===== config.mk =====
export PLATFORM = sky130hd
export DESIGN_NAME = demux1_4_buf
export DESIGN_NICKNAME = d
export VERILOG_FILES = /design/src/rtl/demux1_4_buf.sv
export SDC_FILE = /design/constraint.sdc
export NUM_CORES = 1
export LEC_CHECK = 0
export BUFFER_PORTS_ARGS = -buffer_cell sky130_fd_sc_hd__buf_4
export CAP_MARGIN = 20
export CORE_MARGIN = 5
export CORE_UTILIZATION = 60
export DETAILED_ROUTE_END_ITERATION = 7
export PLACE_DENSITY = 0.83
export SLEW_MARGIN = 20
export SYNTH_ARGS = -nofsm -noshare
export SYNTH_HDL_FRONTEND = slang
export SYNTH_SLANG_ARGS = --single-unit
export TNS_END_PERCENT = 30

===== constraint.sdc =====
create_clock -name clk -period 6.1 [get_ports clk]
set_input_delay 0 -clock clk [delete_from_list [all_inputs] [get_ports clk]]
set_output_delay 0 -clock clk [all_outputs]
set_load 0.02 [all_outputs]

===== src/rtl/demux1_4_buf.sv =====
// demux1_4_buf: registered 1-to-4 result router.
// Each destination has its own small FIFO with a valid/ready output.
module demux1_4_buf #(
    parameter int WIDTH = 16,
    parameter int DEPTH = 2
) (
    input  logic             clk,
    input  logic             rst_n,
    input  logic [WIDTH-1:0] din,
    input  logic [1:0]       s,
    input  logic             in_valid,
    output logic             in_ready,
    output logic [WIDTH-1:0] y0,
    output logic [WIDTH-1:0] y1,
    output logic [WIDTH-1:0] y2,
    output logic [WIDTH-1:0] y3,
    output logic             v0,
    output logic             v1,
    output logic             v2,
    output logic             v3,
    input  logic             r0,
    input  logic             r1,
    input  logic             r2,
    input  logic             r3,
    output logic             busy
);

    localparam int PW = (DEPTH > 1) ? $clog2(DEPTH) : 1;
    localparam int CW = PW + 1;
    localparam logic [CW-1:0] FULL = CW'(DEPTH);

    logic [WIDTH-1:0] mem    [4][DEPTH];
    logic [PW-1:0]    wr_ptr [4];
    logic [PW-1:0]    rd_ptr [4];
    logic [CW-1:0]    cnt    [4];
    logic [WIDTH-1:0] head   [4];
    logic [3:0]       vld;
    logic [3:0]       push;
    logic [3:0]       pop;
    logic [3:0]       r_vec;

    // Handshake decode and head-of-queue read for every channel
    always_comb begin
        r_vec    = {r3, r2, r1, r0};
        in_ready = (cnt[s] != FULL);
        vld      = '0;
        push     = '0;
        pop      = '0;
        for (int k = 0; k < 4; k++) begin
            head[k] = '0;
            vld[k]  = (cnt[k] != '0);
            pop[k]  = vld[k] && r_vec[k];
            push[k] = in_valid && in_ready && (s == 2'(k));
            if (vld[k]) begin
                head[k] = mem[k][rd_ptr[k]];
            end
        end
    end

    // Storage write; contents are left as-is across reset
    always_ff @(posedge clk) begin
        for (int k = 0; k < 4; k++) begin
            if (push[k]) begin
                mem[k][wr_ptr[k]] <= din;
            end
        end
    end

    // Pointers and occupancy; reset empties every channel at once
    always_ff @(posedge clk or negedge rst_n) begin
        if (!rst_n) begin
            for (int k = 0; k < 4; k++) begin
                wr_ptr[k] <= '0;
                rd_ptr[k] <= '0;
                cnt[k]    <= '0;
            end
        end else begin
            for (int k = 0; k < 4; k++) begin
                if (push[k]) begin
                    wr_ptr[k] <= wr_ptr[k] + PW'(1);
                end
                if (pop[k]) begin
                    rd_ptr[k] <= rd_ptr[k] + PW'(1);
                end
                if (push[k] && !pop[k]) begin
                    cnt[k] <= cnt[k] + CW'(1);
                end else if (!push[k] && pop[k]) begin
                    cnt[k] <= cnt[k] - CW'(1);
                end
            end
        end
    end

    assign y0   = head[0];
    assign y1   = head[1];
    assign y2   = head[2];
    assign y3   = head[3];
    assign v0   = vld[0];
    assign v1   = vld[1];
    assign v2   = vld[2];
    assign v3   = vld[3];
    assign busy = |vld;

endmodule


; ---- Word level (Yosys, flattened, before mapping)
; Memory sizes are Yosys's and may differ from the RTL's.
; Cells that the tools add are included.
[classes]
n_reduce_logical = 42
bitwise = 9
n_addsub = 16
n_mux = 52
order_cmp = 13
n_eq_ne = 4
[op_table]
columns = operator, count
row1 = $mux 16, 20
row2 = $mux 32, 10
row3 = $reduce_or 32->1, 3
row4 = $demux 16 s1, 4
row5 = $mux 2, 13
row6 = $logic_and 1x1->1, 21
row7 = $ge 2x2->1 const B, 8
row8 = $not 1->2, 8
row9 = $reduce_bool 2->1, 8
row10 = $add 1x1->1 const B, 8
row11 = $add 2x1->2 const B, 4
row12 = $logic_not 1->1, 8
row13 = $lt 2x1->1 const B, 4
row14 = $sub 2x1->2 const B, 4
row15 = $bmux 2 s2, 1
row16 = $eq 2x2->1 const B, 2
row17 = $mux 1, 4
row18 = $reduce_or 4->1, 1
row19 = $ge 3x3->1 const B, 1
row20 = $not 2->3, 1
row21 = $eq 2x1->1 const B, 1
row22 = $logic_not 2->1, 1
row23 = $ne 2x2->1 const B, 1
[word_totals]
mem_count = 1
out_inout_bits = 70
ramBits = 128
in_bits = 25
regBits = 16
[mem_list]
columns = memory, words, width, rd, rd_clocked_by_memory_dff, write_ports, line_no
row1 = mem, 4, 32, 4, 0, 1, 32  ; logic [WIDTH-1:0] mem [4][DEPTH];

; ---- Depth between registers and ports, before layout
; Gate-level depths: netlist of the first run.
[depth]
ltp_word = 13
ltp_mapped = 7
depth_no_buf = 6

; ---- Worst setup path before layout of the first run
; Ideal clock, no wire load.
[synth_timing]
path_type = register to register
from = register cnt[5] in the netlist's numbering
to = memory mem[1][16] in the netlist's numbering, enable pin
path_buffers = 0
setup_slack_ns = 3.472
arrival_time_ns = 2.197
path_stages_with_launch = 3
setup_time_ns = 0.432
t_required_ns = 5.668
cell_sequence = dfrtp_1 nor2b_2 nor4_1
[synth_between]
elab_chain_cells = 12
elab_cells_between_ends = 26
cone_classes = eq/ne: 1 / mux: 17 / reduce/logical: 8
[synth_lines]
columns = element, line_no
row1 = start: declaration, 35  ; logic [CW-1:0] cnt [4];
row2 = start signal: indexed assignment, 86  ; cnt[k] <= cnt[k] + CW'(1);
row3 = start signal: indexed assignment, 88  ; cnt[k] <= cnt[k] - CW'(1);
row4 = $bmux 2 s2 *, 45  ; in_ready = (cnt[s] != FULL);
row5 = $mux 2 (not written as such) * (2 in a row), 45
row6 = $ne 2x2->1 *, 45
row7 = $logic_and 1x1->1 *, 53  ; push[k] = in_valid && in_ready && (s == 2'(k));
row8 = $logic_and 1x1->1, 53
row9 = $mux 1, 63  ; if (push[k]) begin
row10 = $mux 32 (not written as such), 64  ; mem[k][wr_ptr[k]] <= din;
row11 = $reduce_or 32->1 (no source line), n/a
row12 = $mux 2 (no source line) or $mux 32 (tied branches) (3 in a row), n/a
row13 = end: declaration, 32
; Every way passes the cells marked *; elsewhere a longest branch is shown, timed or not. The select of a mux whose other input is x is not followed.

; ---- Worst setup path in the final report of the first run
[layout_timing]
from = register rd_ptr[0] in the netlist's numbering
to = output port y3[1]
[layout_between]
elab_chain_cells = 5
[layout_lines]
columns = element, line_no
row1 = start: declaration, 34  ; logic [PW-1:0] rd_ptr [4];
row2 = start signal: indexed assignment, 83  ; rd_ptr[k] <= rd_ptr[k] + PW'(1);
row3 = $not 1->2 (not written as such), 55  ; head[k] = mem[k][rd_ptr[k]];
row4 = $mux 16 (not written as such) (3 in a row), 55
row5 = $mux 16, 54  ; if (vld[k]) begin
row6 = end: declaration, 16  ; output logic [WIDTH-1:0] y3,
; No other way between the ends. The select of a mux whose other input is x is not followed.

==> results of run 1 <==
[cells by family after synthesis]
family	Yosys count	share of synthesized area (%)
flip-flops	144	74.2
AND/OR/NAND/NOR	91	7.74
multiplexers	65	11.6
XOR/XNOR	20	3.32
buffers and inverters	17	1.95
AO/OA/AOI/OAI	4	0.350
adder cells (fa/ha/maj)	4	0.875
[layout make-up]
class                   count  area [sq um]
multi-input cells         184          1370
flip-flops and latches    144          4240
clock inverters            12           120
well taps                 129           161
clock buffers              19           422
fillers                   517          1970
inverters                   4          15.0
repair buffers            122           983
[metal layers]
metal	wire length, um	GRT usage [%]	vias to the layer above
li1	-	-	1511
met1	4900	27.9	1653
met2	6350	39.4	129
met3	685	5.58	29
met4	301	8.48	0
met5	0	0	-
[registers in the layout, summed over array words and instances, names as in the netlist]
| register | flops |
|---|---|
| mem | 128 |
| cnt | 8 |
| wr_ptr | 4 |
| rd_ptr | 4 |
[placed cells by master, fill, tap and decap left out, drive strengths merged]
cell type	count
and4b	1
nand2	1
mux4	1
nand4	1
mux2i	64
and4bb	1
xor2	12
clkinv	9
nor3	1
xnor2	8
ha	4
buf	95
o21ai	4
and4	1
dfrtp	16
nor2b	1
nand2b	4
dlygate4sd3	27
inv	4
bufinv	2
nor4	1
and2	4
and2b	3
edfxtp	128
clkinvlp	1
clkbuf	19
nor2	72
[worst min path at each step]
| stage | slack (ns) | to | startpoint | cells past startpoint |
|---|---|---|---|---|
| after detailed placement | -0.12 | wr_ptr[0] | rst_n | 1 |
| after CTS | 0.26 | mem[2][13] | din[13] | 2 |
| after global routing | 0.27 | mem[3][15] | din[15] | 2 |
| after global placement | -0.13 | cnt[0] | rst_n | 1 |
| final | 0.28 | mem[2][13] | din[13] | 2 |
| after floorplan | -0.30 | cnt[0] | rst_n | 0 |
[power by group through the flow]
stage               combinational, mW  sequential (mW)  clock (mW)
floorplan                       0.898             1.27           0
global placement                 1.24             1.40           0
detailed placement               1.26             1.41           0
CTS                              1.29             1.39       0.943
global route                     1.37             1.42       0.996
finish                           1.28             1.40       0.936
[what timing repair did]
action / CTS / global route
hold buffers: 27 / 0
gates resized for setup: 0 / 0
endpoints found under the hold margin: 153 / 0
[per-stage QoR]
| stage | hold WS (ns) | total power, mW |
|---|---|---|
| finish | 0.279 | 3.62 |
| global route | 0.266 | 3.78 |
| CTS | 0.257 | 3.63 |
| detailed placement | -0.122 | 2.67 |
| global placement | -0.128 | 2.64 |
| floorplan | -0.296 | 2.17 |
==> results.py, run 1 <==
metrics = {
    "pwr": {
        "p_leak_nw": 2.93,
        "p_int_mw": 2.33,
        "ir_drop_v": 0.000369,
        "p_seq_share_pct": 38.6,
        "power.density_mw_per_mm2": 494,
        "combPwrFrac_pct": 35.5,
        "clock_power_share_pct": 25.9,
        "switchingPower_mw": 1.28,
        "switching_share_pct": 35.5,
    },
    "min_path": {
        "hold_class": "input port to flip-flop",
    },
    "drt": {
        "drt-initial-drc-count": 203,
        "via_count": 3322,
        "drc_errors": 0,
        "vias_per_cell": 5.41,
        "postRouteAntennaNets": 0,
        "first_pass_iters": 4,
        "wirelength_um": 12200,
        "post_drt_wl_per_cell_um": 19.9,
    },
    "setup_path": {
        "worstReg2RegStart": "cnt[6]",
        "cp.required_ns": 6.10,
        "cp-endpoint": "y3[1]",
        "critical_path_cell_count": 3,
        "arrival_ns": 2.15,
        "cp-start-kind": "flip-flop",
        "worstPathCellList": "mux2i_1 > nor2_1 > buf_4",
        "critPathLaunch": "rd_ptr[0]",
        "r2r_slack_ns": 4.10,
        "critical_path.max_fanout": 17,
        "worstSetupPathType": "flip-flop to output port",
        "max_stage_delay_ns": 1.00,
        "path_buf_inv": 1,
        "r2r_end": "mem[0][2]",
        "slowest_stage": "dfrtp_1",
        "critPathTopFamily": "flip-flops",
        "ff2ff_path_depth": 3,
        "crit_path_end_kind": "output port",
    },
    "placed_design": {
        "dp.cells": 556,
        "place_area_sq_mm": 0.00651,
        "hpwl_um": 7680,
        "globalplace.congestion": 0.730,
        "portBuffers": 94,
        "pre_cts_ws_ns": 4.13,
    },
    "sta": {
        "grt_setup_unrepaired": "false",
        "max_slew_margin_pct": 30.9,
        "worstMarginPinSlew_ns": 1.04,
        "fmax_mhz": 465,
        "finalWorstSetupSlack_ns": 3.95,
        "period_share_pct": 35.3,
        "setup_violations": 0,
        "fin_crit_ns": 2.15,
        "fin_tns_setup_ns": 0,
        "final.setup_skew_ns": 0.00823,
        "hold_violations": 0,
        "slew_viol_final": 0,
    },
    "clock_tree": {
        "cts_root_buffer": "clkbuf_8",
        "clkTransAtPathRegs_ns": 0.06,
        "cts_sinks": 144,
        "htree_levels": 4,
        "insertion_delay_ns": 0.50,
        "tritoncts": "done",
        "ctsLongestPathBuffers": 2,
        "post-cts-setup-buffers": 0,
        "cts_buffers": 17,
    },
    "final_layout": {
        "diodes": 0,
        "area_delta_synth_final_pct": 27.9,
        "drive_gt1_share_pct": 27.8,
        "layout.nets": 502,
        "finalCoreUtilization_pct": 78.8,
        "fin_area_sq_mm": 0.00732,
        "layout.cells.non_filler": 614,
    },
    "run": {
        "drv_cap": 0,
    },
    "floorplan": {
        "die_w_um": 108,
        "io_pins": 95,
        "die_h_um": 108,
        "die-area_sq_mm": 0.0116,
        "start_util_pct": 61.6,
        "rows": 35,
        "coreArea_sq_mm": 0.00928,
    },
    "synthesis": {
        "syn_area_sq_mm": 0.00572,
        "yosys_register_bits": 144,
        "synth_edf_count": 128,
        "yosysSeqAreaShare_pct": 74.2,
        "synth.most_common_cell": "edfxtp_1",
        "ys_top_cells_by_area": "edfxtp_1 (67%), mux2i_1 (11%), dfrtp_1 (7.0%)",
        "synthCells": 345,
        "synth.distinct_cells": 27,
        "synthArstFlopShare_pct": 11.1,
        "yosys-top-cells-count": "edfxtp_1 (128), nor2_1 (68), mux2i_1 (64)",
        "yosys_warnings": 0,
        "ys_dominant_reg_cell": "edfxtp_1",
        "synth.top_cell.area_share_pct": 67.2,
        "yosysTopAreaCell": "edfxtp_1",
        "synth.avg_cell_area_sq_um": 16.6,
        "syn_nets": 374,
    },
    "grt": {
        "grt_pass1_vias": 3692,
        "overflow": 0,
        "antenna_found_initial": 0,
        "grt_usage_pct": 22.8,
        "grt_pass1_wl_um": 19400,
        "grt_max_degree": 19,
    },
    "status": {
        "status": "finished clean",
    },
}
Note: power is estimated with default switching activity, not from simulation.
==> run 2: changes to the inputs <==
--- a/config.mk
+++ b/config.mk
@@ -8,9 +8,9 @@
 export BUFFER_PORTS_ARGS = -buffer_cell sky130_fd_sc_hd__buf_4
 export CAP_MARGIN = 20
 export CORE_MARGIN = 5
-export CORE_UTILIZATION = 60
+export CORE_UTILIZATION = 50
 export DETAILED_ROUTE_END_ITERATION = 7
-export PLACE_DENSITY = 0.83
+export PLACE_DENSITY = 0.74
 export SLEW_MARGIN = 20
 export SYNTH_ARGS = -nofsm -noshare
 export SYNTH_HDL_FRONTEND = slang
==> constraint.sdc (replaced) <==
create_clock -name clk -period 1.8 [get_ports clk]
set_input_delay 0 -clock clk [delete_from_list [all_inputs] [get_ports clk]]
set_output_delay 0 -clock clk [all_outputs]
set_load 0.02 [all_outputs]
==> run 2 against run 1 <==
Net effect:
- setup slack worse by 3.9 ns
- clock power rose to 3.7 times the previous value
- first-iteration DRC count fell by 23%
- total power grew to 3.5 times the previous value
- cell area increased by 3.3%
- clock-buffer cell count unchanged
- clock skew decreased by 0.0022 ns
- non-clock buffer count rose by 18
- combinational power rose to 3.9 times the previous value
- critical endpoint is now in_ready
- highest routed layer unchanged
==> results.py, run 2 (synthesis gave the netlist of run 1 again) <==
metrics = {
    "setup_path": {
        "arrival_ns": 1.71,
        "critical_path.max_fanout": 5,
        "slowest_stage": "mux4_2",
        "worstSetupPathType": "flip-flop to output port",
        "cp.required_ns": 1.80,
        "critPathTopFamily": "multiplexers",
        "ff2ff_path_depth": 5,
        "worstPathCellList": "nand2b_1 > mux4_2 > buf_4",
        "max_stage_delay_ns": 0.48,
        "worstReg2RegStart": "cnt[4]",
        "cp-start-kind": "flip-flop",
        "critPathLaunch": "cnt[0]",
        "crit_path_end_kind": "output port",
        "critical_path_cell_count": 3,
        "path_buf_inv": 1,
    },
    "final_layout": {
        "area_delta_synth_final_pct": 32.1,
        "final_cell_mix": "edfxtp_1 (128), buf_4 (113), nor2_1 (68), mux2i_1 (64), dlygate4sd3_1 (23)",
        "diodes": 0,
        "fillCellCount": 807,
        "layout.nets": 520,
        "layout_commonest_cell": "edfxtp_1",
        "fin_area_sq_mm": 0.00756,
        "largest_reg_flops": 128,
        "drive_gt1_share_pct": 31.2,
    },
    "clock_tree": {
        "clkTransAtPathRegs_ns": 0.06,
        "htree_levels": 4,
        "cts_buffers": 17,
        "ctsLongestPathBuffers": 2,
        "tritoncts": "done",
        "cts_sinks": 144,
        "cts_root_buffer": "clkbuf_16",
        "insertion_delay_ns": 0.42,
    },
    "placed_design": {
        "place_area_sq_mm": 0.00675,
        "hpwl_um": 8170,
        "globalplace.congestion": 0.768,
        "portBuffers": 94,
    },
    "pwr": {
        "p_seq_share_pct": 34.3,
        "p_int_mw": 8.31,
        "power.density_mw_per_mm2": 1690,
        "total_power_mw": 12.7,
        "clock_power_share_pct": 26.9,
        "switchingPower_mw": 4.43,
        "p_leak_nw": 3.06,
        "ir_drop_v": 0.000894,
        "switching_share_pct": 34.8,
        "combPwrFrac_pct": 38.8,
    },
    "floorplan": {
        "io_pins": 95,
        "die_w_um": 117,
        "die-area_sq_mm": 0.0137,
        "die_h_um": 117,
        "start_util_pct": 50.5,
        "coreArea_sq_mm": 0.0113,
        "rows": 39,
    },
    "sta": {
        "final.setup_skew_ns": 0.00607,
        "hold_violations": 0,
        "fmax_mhz": 586,
        "max_slew_margin_pct": 45.1,
        "period_share_pct": 94.7,
        "fin_crit_ns": 1.71,
        "slew_viol_final": 0,
        "fin_tns_setup_ns": 0,
        "worstMarginPinSlew_ns": 0.821,
        "setup_violations": 0,
        "grt_setup_unrepaired": "false",
    },
    "drt": {
        "vias_per_cell": 5.07,
        "via_count": 3282,
        "wirelength_um": 12500,
        "postRouteAntennaNets": 0,
        "post_drt_wl_per_cell_um": 19.3,
        "drc_errors": 0,
        "first_pass_iters": 5,
        "drt-initial-drc-count": 156,
    },
    "status": {
        "status": "finished clean",
    },
    "run": {
        "drv_cap": 0,
    },
    "grt": {
        "grt_usage_pct": 19.4,
        "antenna_found_initial": 0,
        "grt_pass1_vias": 3476,
        "grt_max_degree": 19,
        "grt_pass1_wl_um": 19100,
        "overflow": 0,
    },
    "min_path": {
        "hold_class": "input port to flip-flop",
        "whs_path_depth": 3,
        "min_from": "s[0]",
    },
}
run 2: path summary, 6_finish.rpt:
path | slack, ns | end
setup / recovery | 0.09 | in_ready
hold / removal | 0.05 | wr_ptr[0]
setup reg to reg | 0.21 | cnt[5]
hold reg to reg | 0.52 | wr_ptr[0]
max in group asynchronous | 0.52 | rd_ptr[0]
min in group asynchronous | 0.77 | wr_ptr[0]
run 2: layout make-up:
cell class | count | area [sq um] | area share [%]
clock buffer | 19 | 433 | 5.73
clock inverter | 13 | 145 | 1.92
inverter | 4 | 15.0 | 0.199
multi-input combinational | 184 | 1390 | 18.3
sequential | 144 | 4240 | 56.1
tap | 143 | 179 | 2.37
timing repair buffer | 140 | 1160 | 15.3
run 2: power by group through the flow:
| stage | sequential [mW] | clock (mW) | combinational, mW |
|---|---|---|---|
| floorplan | 4.31 | 0 | 3.05 |
| global placement | 4.39 | 0 | 4.88 |
| detailed placement | 4.42 | 0 | 4.94 |
| CTS | 4.37 | 3.47 | 5.02 |
| global route | 4.42 | 3.63 | 5.30 |
| finish | 4.37 | 3.42 | 4.95 |
run 2: repair_timing:
item,in CTS,in global routing
hold buffers,23,0
setup endpoints to repair,1,0
hold endpoints to repair,149,0
buffers inserted,0,0
resized for setup,1,0
run 2: stage by stage:
step | instances | util [%] | hold slack, ns | setup WS [ns]
detailed placement | 592 | 59.6 | -0.122 | 0.227
global route | 647 | 66.8 | 0.0640 | 0.0188
CTS | 647 | 66.8 | 0.0337 | 0.0652
global placement | 592 | 59.6 | -0.123 | 0.276
floorplan | 345 | - | -0.296 | 0.163
finish | 647 | 66.8 | 0.0506 | 0.0949
run 2: worst min-delay path, delay by kind of cell:
family / cells / cell delay [ns]
and+or+nand+nor: 1 / 0.23
buffers and inverters: 1 / 0.11
xor gates and xnor gates: 1 / 0.07
run 2: per-layer routing:
layer / track usage [%] / wire length [um]
met5: 0 / 0
met1: 24.3 / 5140
met3: 4.73 / 522
met4: 7.11 / 231
met2: 32.9 / 6610
==> run 3: changes to the inputs <==
--- a/config.mk
+++ b/config.mk
@@ -7,8 +7,11 @@
 export LEC_CHECK = 0
 export BUFFER_PORTS_ARGS = -buffer_cell sky130_fd_sc_hd__buf_4
 export CAP_MARGIN = 20
+export CELL_PAD_IN_SITES_DETAIL_PLACEMENT = 0
+export CELL_PAD_IN_SITES_GLOBAL_PLACEMENT = 1
+export CORE_ASPECT_RATIO = 1.2
 export CORE_MARGIN = 5
-export CORE_UTILIZATION = 50
+export CORE_UTILIZATION = 42
 export DETAILED_ROUTE_END_ITERATION = 7
 export PLACE_DENSITY = 0.74
 export SLEW_MARGIN = 20
==> run 3 against run 2 <==
Net effect:
- fmax is 0.41% lower
- sequential power is 1% lower
- clock power is 16% higher
- total power is 3.2% higher
- clock-buffer cell count rose by 3
- final cell count is 3.2% higher
- first-iteration DRC count increased by 19%
- global-route usage down 3.3 points
- sequential cell count unchanged
- largest power group unchanged
==> results.py, run 3 (synthesis gave the netlist of run 1 again) <==
metrics = {
    "status": {
        "status": "finished clean",
    },
    "clock_tree": {
        "cts_buffers": 17,
        "cts_sinks": 144,
        "htree_levels": 4,
        "tritoncts": "done",
        "insertion_delay_ns": 0.41,
        "cts_root_buffer": "clkbuf_16",
        "ctsLongestPathBuffers": 2,
        "clkTransAtPathRegs_ns": 0.06,
    },
    "drt": {
        "post_drt_wl_per_cell_um": 18.0,
        "drt-initial-drc-count": 185,
        "vias_per_cell": 4.84,
        "drt-met1-wl_um": 4690,
        "top_layer_used": "met4",
        "postRouteAntennaNets": 0,
        "first_pass_iters": 4,
        "met2_length_um": 6540,
        "met3WireLength_um": 601,
        "wirelength_um": 12100,
        "via_count": 3233,
        "drc_errors": 0,
    },
    "setup_path": {
        "path_buf_inv": 1,
        "worstPathCellList": "nand2b_1 > mux4_2 > buf_4",
        "slowest_stage": "mux4_2",
        "critical_path.max_fanout": 5,
        "worstSetupPathType": "flip-flop to output port",
        "crit_path_end_kind": "output port",
        "max_stage_delay_ns": 0.47,
        "critPathTopFamily": "multiplexers",
        "cp-start-kind": "flip-flop",
        "cp.required_ns": 1.80,
        "arrival_ns": 1.71,
    },
    "final_layout": {
        "layout_commonest_cell": "edfxtp_1",
        "diodes": 0,
        "largest_reg_flops": 128,
        "area_delta_synth_final_pct": 34.2,
        "layout.nets": 516,
        "fillCellCount": 1043,
        "drive_gt1_share_pct": 31.4,
        "final_cell_mix": "edfxtp_1 (128), buf_4 (108), nor2_1 (68), mux2i_1 (64), dlygate4sd3_1 (23)",
    },
    "floorplan": {
        "start_util_pct": 43.0,
        "die-area_sq_mm": 0.0161,
        "rows": 46,
        "die_w_um": 117,
        "io_pins": 95,
        "die_h_um": 138,
        "coreArea_sq_mm": 0.0133,
    },
    "grt": {
        "grt_max_degree": 19,
        "antenna_found_initial": 0,
        "grt_usage_pct": 16.1,
        "grt_pass1_wl_um": 18800,
        "grt_pass1_vias": 3406,
        "overflow": 0,
    },
    "run": {
        "drv_cap": 0,
    },
    "sta": {
        "final.setup_skew_ns": 0.0103,
        "whs_ns": 0.0477,
        "worstMarginPinSlew_ns": 0.789,
        "grt_setup_unrepaired": "false",
        "setup_violations": 0,
        "hold_violations": 0,
        "fin_tns_setup_ns": 0,
        "period_share_pct": 95.1,
        "slew_viol_final": 0,
        "fmax_mhz": 584,
        "max_slew_margin_pct": 47.2,
        "fin_crit_ns": 1.71,
    },
    "placed_design": {
        "globalplace.congestion": 0.732,
        "hpwl_um": 8120,
        "portBuffers": 94,
    },
    "pwr": {
        "ir_drop_v": 0.00103,
        "power.density_mw_per_mm2": 1710,
        "p_leak_nw": 3.08,
    },
    "min_path": {
        "hold_class": "input port to flip-flop",
    },
}
[run 3: cell types whose count changed in the layout (fill, tap and decap cells not counted), sizes merged]
cell      previous run  this run
buf                117       113
clkbuf              19        22
clkinv               9         2
bufinv               3         6
clkinvlp             1         2
[run 3: metal layers]
layer	track usage, %	vias up
li1	-	1543
met1	19.3	1583
met2	28.1	89
met3	3.36	18
met4	6.69	0
met5	0	-
[run 3: final cells by class]
cell class	count	area [sq um]	area share [%]
Tap cell	168	210	2.74
Clock inverter	10	205	2.67
Inverter	4	15.0	0.196
Multi-Input combinational cell	184	1390	18.1
Timing Repair Buffer	136	1140	14.9
Clock buffer	22	474	6.18
Sequential cell	144	4240	55.3
[run 3: through the flow]
| step | cells | setup slack [ns] | cell area [sq um] | power, mW | util [%] |
|---|---|---|---|---|---|
| after detailed placement | 613 | 0.215 | 6760 | 9.32 | 50.9 |
| after floorplan | 345 | 0.163 | 5740 | 7.36 | - |
| after CTS | 668 | 0.0722 | 7680 | 13.3 | 57.7 |
| after global routing | 668 | 0.0234 | 7680 | 13.8 | 57.7 |
| after global placement | 613 | 0.296 | 6760 | 9.23 | 50.9 |
| final | 668 | 0.0878 | 7680 | 13.2 | 57.7 |
[run 3: worst register-to-register path, stage by stage (launching register included)]
cell      delay, ns
dfrtp_1        0.46
nand2b_1       0.19
and4bb_4       0.23
ha_1           0.21
xor2_1         0.15
nor2_1         0.14
xor2_1         0.15
[run 3: path summary, 6_finish.rpt]
| path | from | endpoint | slack, ns | cells past startpoint |
|---|---|---|---|---|
| max in group asynchronous | rst_n | rd_ptr[3] | 0.56 | 3 |
| worst max-delay path | cnt[6] | in_ready | 0.09 | 3 |
| worst max register to register | cnt[6] | cnt[7] | 0.20 | 6 |
| worst min-delay path | in_valid | wr_ptr[0] | 0.05 | 3 |
| min in group asynchronous | rst_n | wr_ptr[2] | 0.74 | 3 |
| worst min register to register | rd_ptr[2] | rd_ptr[2] | 0.47 | 1 |
[run 3: timing repair]
item                                    CTS  global route
endpoints found under the setup margin   12             0
buffers inserted                          0             0
hold endpoints to repair                149             0
resized for setup                         1             0
hold buffers                             23             0
[run 3: power breakdown]
| part | internal (mW) | switching (mW) |
|---|---|---|
| logic | 2.06 | 2.81 |
| clock network | 2.71 | 1.26 |
| registers | 4.05 | 0.272 |
